<file path="src/rtl/uart_cmd_ctrl.sv">
// Frames the UART byte stream (HEADER, cmd, arg, cmd^arg) into player commands
// and reports checksum, inter-byte timeout and overrun errors.
module uart_cmd_ctrl #(
    parameter int                   DATA_BITS   = 8,
    parameter logic [DATA_BITS-1:0] HEADER      = 8'hAA,
    parameter int                   TIMEOUT_CYC = 104170
) (
    input  logic                 clk,
    input  logic                 rst_n,
    input  logic                 i_rx_done,
    input  logic [DATA_BITS-1:0] i_rx_data,
    output logic                 o_cmd_valid,
    input  logic                 i_cmd_ready,
    output logic [DATA_BITS-1:0] o_cmd,
    output logic [DATA_BITS-1:0] o_arg,
    output logic                 o_busy,
    output logic                 o_err_chk,
    output logic                 o_err_tmo,
    output logic                 o_err_ovr,
    output logic [7:0]           o_err_cnt
);

    localparam int            TW      = $clog2(TIMEOUT_CYC + 1);
    localparam logic [TW-1:0] TMO_MAX = TW'(TIMEOUT_CYC - 1);

    typedef enum logic [2:0] {
        IDLE,
        CMD,
        ARG,
        CHK,
        ISSUE
    } state_t;

    state_t               r_state;
    logic [TW-1:0]        r_tmo_cnt;
    logic [DATA_BITS-1:0] r_cmd_lat;
    logic [DATA_BITS-1:0] r_arg_lat;
    logic                 r_cmd_valid;
    logic [DATA_BITS-1:0] r_cmd;
    logic [DATA_BITS-1:0] r_arg;
    logic                 r_busy;
    logic                 r_err_chk;
    logic                 r_err_tmo;
    logic                 r_err_ovr;
    logic [7:0]           r_err_cnt;

    always_ff @(posedge clk) begin
        if (!rst_n) begin
            r_state     <= IDLE;
            r_tmo_cnt   <= '0;
            r_cmd_lat   <= '0;
            r_arg_lat   <= '0;
            r_cmd_valid <= 1'b0;
            r_cmd       <= '0;
            r_arg       <= '0;
            r_busy      <= 1'b0;
            r_err_chk   <= 1'b0;
            r_err_tmo   <= 1'b0;
            r_err_ovr   <= 1'b0;
            r_err_cnt   <= 8'h00;
        end else begin
            r_err_chk <= 1'b0;
            r_err_tmo <= 1'b0;
            r_err_ovr <= 1'b0;
            // Count follows the registered pulses, so it lags them by one cycle.
            if ((r_err_chk || r_err_tmo || r_err_ovr) && r_err_cnt != 8'hFF)
                r_err_cnt <= r_err_cnt + 8'd1;

            case (r_state)
                IDLE: begin
                    if (i_rx_done && i_rx_data == HEADER) begin
                        r_state   <= CMD;
                        r_busy    <= 1'b1;
                        r_tmo_cnt <= '0;
                    end
                end

                CMD, ARG, CHK: begin
                    if (i_rx_done) begin
                        r_tmo_cnt <= '0;
                        case (r_state)
                            CMD: begin
                                r_cmd_lat <= i_rx_data;
                                r_state   <= ARG;
                            end
                            ARG: begin
                                r_arg_lat <= i_rx_data;
                                r_state   <= CHK;
                            end
                            default: begin
                                if (i_rx_data == (r_cmd_lat ^ r_arg_lat)) begin
                                    r_cmd       <= r_cmd_lat;
                                    r_arg       <= r_arg_lat;
                                    r_cmd_valid <= 1'b1;
                                    r_state     <= ISSUE;
                                end else begin
                                    r_err_chk <= 1'b1;
                                    r_state   <= IDLE;
                                    r_busy    <= 1'b0;
                                end
                            end
                        endcase
                    end else if (r_tmo_cnt == TMO_MAX) begin
                        r_err_tmo <= 1'b1;
                        r_state   <= IDLE;
                        r_busy    <= 1'b0;
                        r_tmo_cnt <= '0;
                    end else begin
                        r_tmo_cnt <= r_tmo_cnt + 1'b1;
                    end
                end

                ISSUE: begin
                    // No buffering: anything arriving while a command waits is lost.
                    if (i_rx_done)
                        r_err_ovr <= 1'b1;
                    if (r_cmd_valid && i_cmd_ready) begin
                        r_cmd_valid <= 1'b0;
                        r_state     <= IDLE;
                        r_busy      <= 1'b0;
                    end
                end

                default: begin
                    r_state <= IDLE;
                    r_busy  <= 1'b0;
                end
            endcase
        end
    end

    assign o_cmd_valid = r_cmd_valid;
    assign o_cmd       = r_cmd;
    assign o_arg       = r_arg;
    assign o_busy      = r_busy;
    assign o_err_chk   = r_err_chk;
    assign o_err_tmo   = r_err_tmo;
    assign o_err_ovr   = r_err_ovr;
    assign o_err_cnt   = r_err_cnt;

endmodule

</file>
<file path="config.mk">
export PLATFORM = sky130hd
export DESIGN_NAME = uart_cmd_ctrl
export DESIGN_NICKNAME = d
export VERILOG_FILES = /design/src/rtl/uart_cmd_ctrl.sv
export SDC_FILE = /design/constraint.sdc
export NUM_CORES = 1
export LEC_CHECK = 0
export ABC_AREA = 1
export ABC_CLOCK_PERIOD_IN_PS = 1600
export CAP_MARGIN = 20
export CORE_MARGIN = 2
export CORE_UTILIZATION = 35
export CTS_BUF_LIST = sky130_fd_sc_hd__clkbuf_4
export CTS_CLUSTER_DIAMETER = 40
export DETAILED_ROUTE_END_ITERATION = 6
export HOLD_SLACK_MARGIN = 0.12
export SLEW_MARGIN = 10
export SYNTH_ARGS = -nofsm -noshare
export SYNTH_HDL_FRONTEND = slang
export SYNTH_SLANG_ARGS = --single-unit
</file>
<file path="constraint.sdc">
create_clock -name clk -period 1.6 [get_ports clk]
set_clock_uncertainty 0.1 [all_clocks]
set_input_delay 0.4 -clock clk [delete_from_list [all_inputs] [get_ports clk]]
set_output_delay 0.4 -clock clk [all_outputs]
set_load 0.02 [all_outputs]
</file>
### Word-level counts from Yosys, hierarchy flattened

Cells that the tools add are included.

* add/sub/neg operators: 2
* equality and inequality tests: 16
* multiplexer cells: 25
* bitwise gates (word level): 5
* reductions and logical operators: 20

Operators with widths (number)
* $mux W17: 3
* $pmux W17 S2: 1
* $add A17 B1 Y17 const B: 1
* $eq A17 B17 Y1 const B: 1
* $mux W3: 5
* $mux W1: 12
* $ne A2 B2 Y1 const B: 5
* $reduce_and A5 Y1: 2
* $ne A3 B3 Y1 const B: 3
* $pmux W3 S3: 1
* $reduce_and A3 Y1: 3
* $add A8 B1 Y8 const B: 1
* $eq A8 B8 Y1: 1
* $eq A8 B8 Y1 const B: 1
* $ne A8 B8 Y1 const B: 1
* $xor A8 B8 Y8: 1
* $eq A3 B2 Y1 const B: 2
* $pmux W3 S2: 1
* $reduce_or A3 Y1: 2
* $reduce_or A5 Y1: 1
* $not A1 Y1: 4
* $reduce_and A2 Y1: 2
* $reduce_and A4 Y1: 1
* $reduce_bool A2 Y1: 2
* other kinds (8): 11

* flip-flop bits (word level): 65
* bits of input ports: 12
* output and inout port bits: 29
* logic and storage cells: 80

### Longest topological paths before layout

* depth in word-level cells: 6
* depth in mapped cells: 12
* mapped depth without buffers: 11

### Worst setup path after synthesis

No wires, ideal clock.

* path kind: register -> register
* from: reg r_err_cnt[0], in the netlist o_err_cnt[0]
* to: reg r_err_cnt[5], in the netlist o_err_cnt[5]
* library setup time: 0.070 ns
* arrival time: 1.464 ns
* data required time: 1.430 ns
* path slack: -0.034 ns
* stages on the path, launching flop included: 10
* buffers on the path: 0
* period minus slack after synthesis: 1.634 ns
* cell sequence: dfxtp_1 -> ha_1 -> nand3_1 -> nor2_1 -> nand3_1 -> nand2_1 -> inv_1 -> nand3_1 -> o21ai_0 -> a21oi_1

* longest elaborated chain between the ends: 2
* elaborated cells on any way between the ends: 3
* classes of those cells: 1 x add/sub; 1 x eq/ne; 1 x reduce/logical

Ends and longest elaborated chain
* start, declared: RTL line 45 `logic [7:0] r_err_cnt;`
* start signal, assigned: RTL line 67 `r_err_cnt <= r_err_cnt + 8'd1;`
* branches (longest 2 deep; another with $add A8 B1 Y8)

Parallel ways; which one is timed is not known.
A chain may end at the register's enable or synchronous reset.

### Worst setup path after layout

* from: reg r_cmd_lat[2]
* to: reg r_cmd[0], in the netlist o_cmd[0]

* longest elaborated chain between the ends: 3

Ends and longest elaborated chain
* start, declared: RTL line 36 `logic [DATA_BITS-1:0] r_cmd_lat;`
* start signal, assigned: RTL line 83 `r_cmd_lat <= i_rx_data;`
* $xor A8 B8 Y8: RTL line 91 `if (i_rx_data == (r_cmd_lat ^ r_arg_lat)) begin`
* $eq A8 B8 Y1: RTL line 91
* $reduce_and A4 Y1 (no line)
* end signal, assigned: RTL line 92 `r_cmd <= r_cmd_lat;`
* end, declared: RTL line 39 `logic [DATA_BITS-1:0] r_cmd;`

No other way between the ends.

==> run summary <==
DRT iter0 DRCs: 163
Storage cell area: 1341 um2
Worst R2R Start: r_cmd_lat[2]
Layout cells sized above 1: 38.13%
Total CTS buffers: 9
Core area: 9594 um2
Crit path cell chain: inv_2 > nand2_2 > nand2_1 > nand2_1 > nand2_1 > nand2_2 > nor2_4 > nand4_4 > clkbuf_16 > nand2_1 > nand2_1 > nor2_1
Crit. End Element: flop
Multi-input logic area: 2031 um2
CP Launch Type: flop
FF-to-FF End: o_cmd[0]
Vias in the first global route: 3311
Max-slew headroom: 77.14%
Req. time, crit path: 1.85 ns
DR DRC count: 0
Post-synth EDFFs: 0
Reg power frac: 38.6%
Clock Pin Slew Worst Setup and Hold Paths: 0.13 ns
Worst Slack Setup Final: -0.008007 ns
ANT nets after route: 0
Final hold vios: 0
First-pass GRT wire length: 15040 um
Top cell type's share of synthesized area: 38.18%
N_diodes: 0
Routed vias: 3600
Static leakage: 2.211 nW
HP Class: input pin to flop
Power Density: 993.9 nW/um2
Placer Congestion: 0.9316
RSZ-0062 raised after global routing: yes
Worst Tran Pin Value: 0.3398 ns
Total GRT Usage: 18.08%
Die area: 10540 um2
WL final: 9323 um
Switch share: 33.39%
Final worst-path cycle share: 100.5%
Slew Limit Fails: 0
I/O Pins: 41
Max Buffers Root-to-Sink: 2
Area after DPL: 4457 um2
Initial Utilization: 35.52%
Clk pwr share: 28.2%
WHS Endpoint: r_arg_lat[5]
Min-delay src: i_rx_data[5]
Synth warn: 0
Hold path depth: 3
Slowest stage delay, CP: 0.37 ns
Fillers: 947
Max VDD drop: 0.0003727 V
Num Clock Sinks: 65
Ys flop type: dfxtp_1
Synthesized flop and latch total: 65
Most common cell in the synthesized netlist: nand2_1
Post-synth top cells: nand2_1, nor2_1, inv_1, dfxtp_1, a21oi_1
Comb power frac: 33.2%
Most used cell along the critical path: nand2_1
Clk_lat worst skew: 0.42 ns
Cell variety after synth: 32
Syn-to-layout area delta: 46.33%
Net Sw Power: 1.655 mW
Hpwl dp: 6655 um
Root Driver: clkbuf_4
Post-route minimum period: 1.608 ns
Worst Path Max Fanout: 14
Maximum Capacitance Violations: 0
Mapped Cells: 517
Outcome: complete, but fails checks
Routed len/inst: 12.06 um
Port Buffers: 40
Seq/Total Area, Yosys: 38.18%
CP Data Arrival Time: 1.86 ns
Die W: 102.7 um
Async SR Flop Fraction: 0%
Failing checks: setup timing
Slowest CP cell: dfxtp_2
DRT Pass-1 Iters: 4
Num rows: 36
Drt via density: 4.657
H-tree Lvls: 3
Largest net degree at the start of global routing: 29
Net Count, Synth: 532
Worst reg2reg setup slack: -0.008 ns
Int Pwr: 3.302 mW
GRT overflow: 0
Final Setup Violations: 2
Die extent in y: 102.7 um
Area contributors post-synth: dfxtp_1, nand2_1, nor2_1
Post-synth top area cell: dfxtp_1
Initial antenna violation count: 0
Power Total: 4.957 mW
Fmax: 0.6219 GHz
Fin area: 4987 um2
Kind of critical path: flop to flop
Worst reg2reg path depth: 12
Final #Nets: 651
Syn avg cell area: 6.592 um2
CTS tree: built
Mapped cell area: 3408 um2
[per-layer routing]
| metal | global-route usage [%] | routed length (um) |
|---|---|---|
| met5 | 0 | 0 |
| met1 | 22.75 | 4268 |
| met2 | 30.82 | 4556 |
| met4 | 5.641 | 108 |
| met3 | 4.068 | 389 |
[per-stage QoR]
stage          utilization (%)  cells  setup slack (ns)   TNS [ns]  hold slack [ns]
5_1_grt                  51.98    773           -0.1153     -2.423           0.3019
3_3_place_gp             46.45    742           -0.5628     -24.29           0.3459
6_report                 51.98    773         -0.008007   -0.01586           0.2908
3_5_place_dp             46.45    742           -0.5777     -24.81           0.3523
2_1_floorplan                -    517           0.07066          0           0.3570
4_1_cts                  49.79    764         -0.005431  -0.006497           0.3036
[power by group through the flow]
stage / registers [mW] / logic [mW] / clock network (mW)
after floorplan: 1.92 / 0.767 / 0
after global placement: 1.92 / 1.27 / 0
after detailed placement: 1.92 / 1.29 / 0
after CTS: 1.89 / 1.50 / 1.43
after global routing: 1.94 / 1.82 / 1.50
final: 1.91 / 1.65 / 1.40
[critical path: cells and delay by family, from the launching register on]
kind / cells / cell delay [ns]
flip-flops: 1 / 0.37
buffers and inverters: 2 / 0.29
AND/OR/NAND/NOR: 10 / 0.78
[final cells by class]
class / count / area share [%]
multi-input cells: 368 / 40.72
flip-flops and latches: 65 / 26.89
repair buffers: 118 / 19.92
inverters: 74 / 5.620
well taps: 133 / 3.337
clock inverters: 6 / 2.158
clock buffers: 9 / 1.355
[flip-flops by register name, summed over array words and instances, names as in the netlist]
| signal | count |
|---|---|
| o_err_cnt | 8 |
| o_err_chk | 1 |
| o_err_ovr | 1 |
| r_state | 3 |
| r_tmo_cnt | 17 |
| o_arg | 8 |
| o_err_tmo | 1 |
| o_cmd | 8 |
| o_busy | 1 |
| r_cmd_lat | 8 |
| o_cmd_valid | 1 |
| r_arg_lat | 8 |
[placed cells by master (no fill, tap or decap), types with 3 or more instances in the layout]
cell type and n:
a21oi_1 36, inv_2 18, nand2_1 114, nand4_1 17, nand2_4 6, nor2_2 18
buf_6 4, a21oi_2 5, bufinv_16 3, dfxtp_4 6, nand2_2 27, nor2_4 8
buf_12 6, o21ai_1 7, buf_4 65, clkbuf_4 9, dfxtp_1 45, nand3_2 4
inv_1 55, dfxtp_2 14, nor3_1 4, nor3_2 3, nand3b_1 4, o21ai_0 20
nand3_1 21, dlygate4sd2_1 8, buf_2 12, clkbuf_2 14, nor2_1 52
[what timing repair did]
item / CTS / global route
resized for setup: 100 / 128
cloned: 2 / 2
endpoints found under the setup margin: 69 / 68
hold buffers: 0 / 0
buffers inserted: 5 / 7
pin swaps: 10 / 26
[worst max path at each step]
stage / from / depth (start not counted) / slack (ns) / to
floorplan: o_err_cnt[0] / 9 / 0.07 / o_err_cnt[5]
global placement: i_rx_data[7] / 9 / -0.56 / r_tmo_cnt[9]
detailed placement: i_rx_data[7] / 9 / -0.58 / r_tmo_cnt[5]
CTS: r_tmo_cnt[1] / 9 / -0.005 / r_state[1]
global route: r_cmd_lat[0] / 12 / -0.12 / o_cmd[7]
finish: r_cmd_lat[2] / 12 / -0.008 / o_cmd[0]
[cell families (layout without fill, tap and decap cells)]
kind of cell,Yosys count,count (layout),synth area share [%]
adder cells (fa/ha/maj),3,3,1.101
XOR/XNOR,2,2,0.5140
AO/OA/AOI/OAI,73,74,11.60
buffers and inverters,85,207,10.17
AND/OR/NAND/NOR,289,289,38.44
flip-flops,65,65,38.18
(Power assumes the default switching activity.)
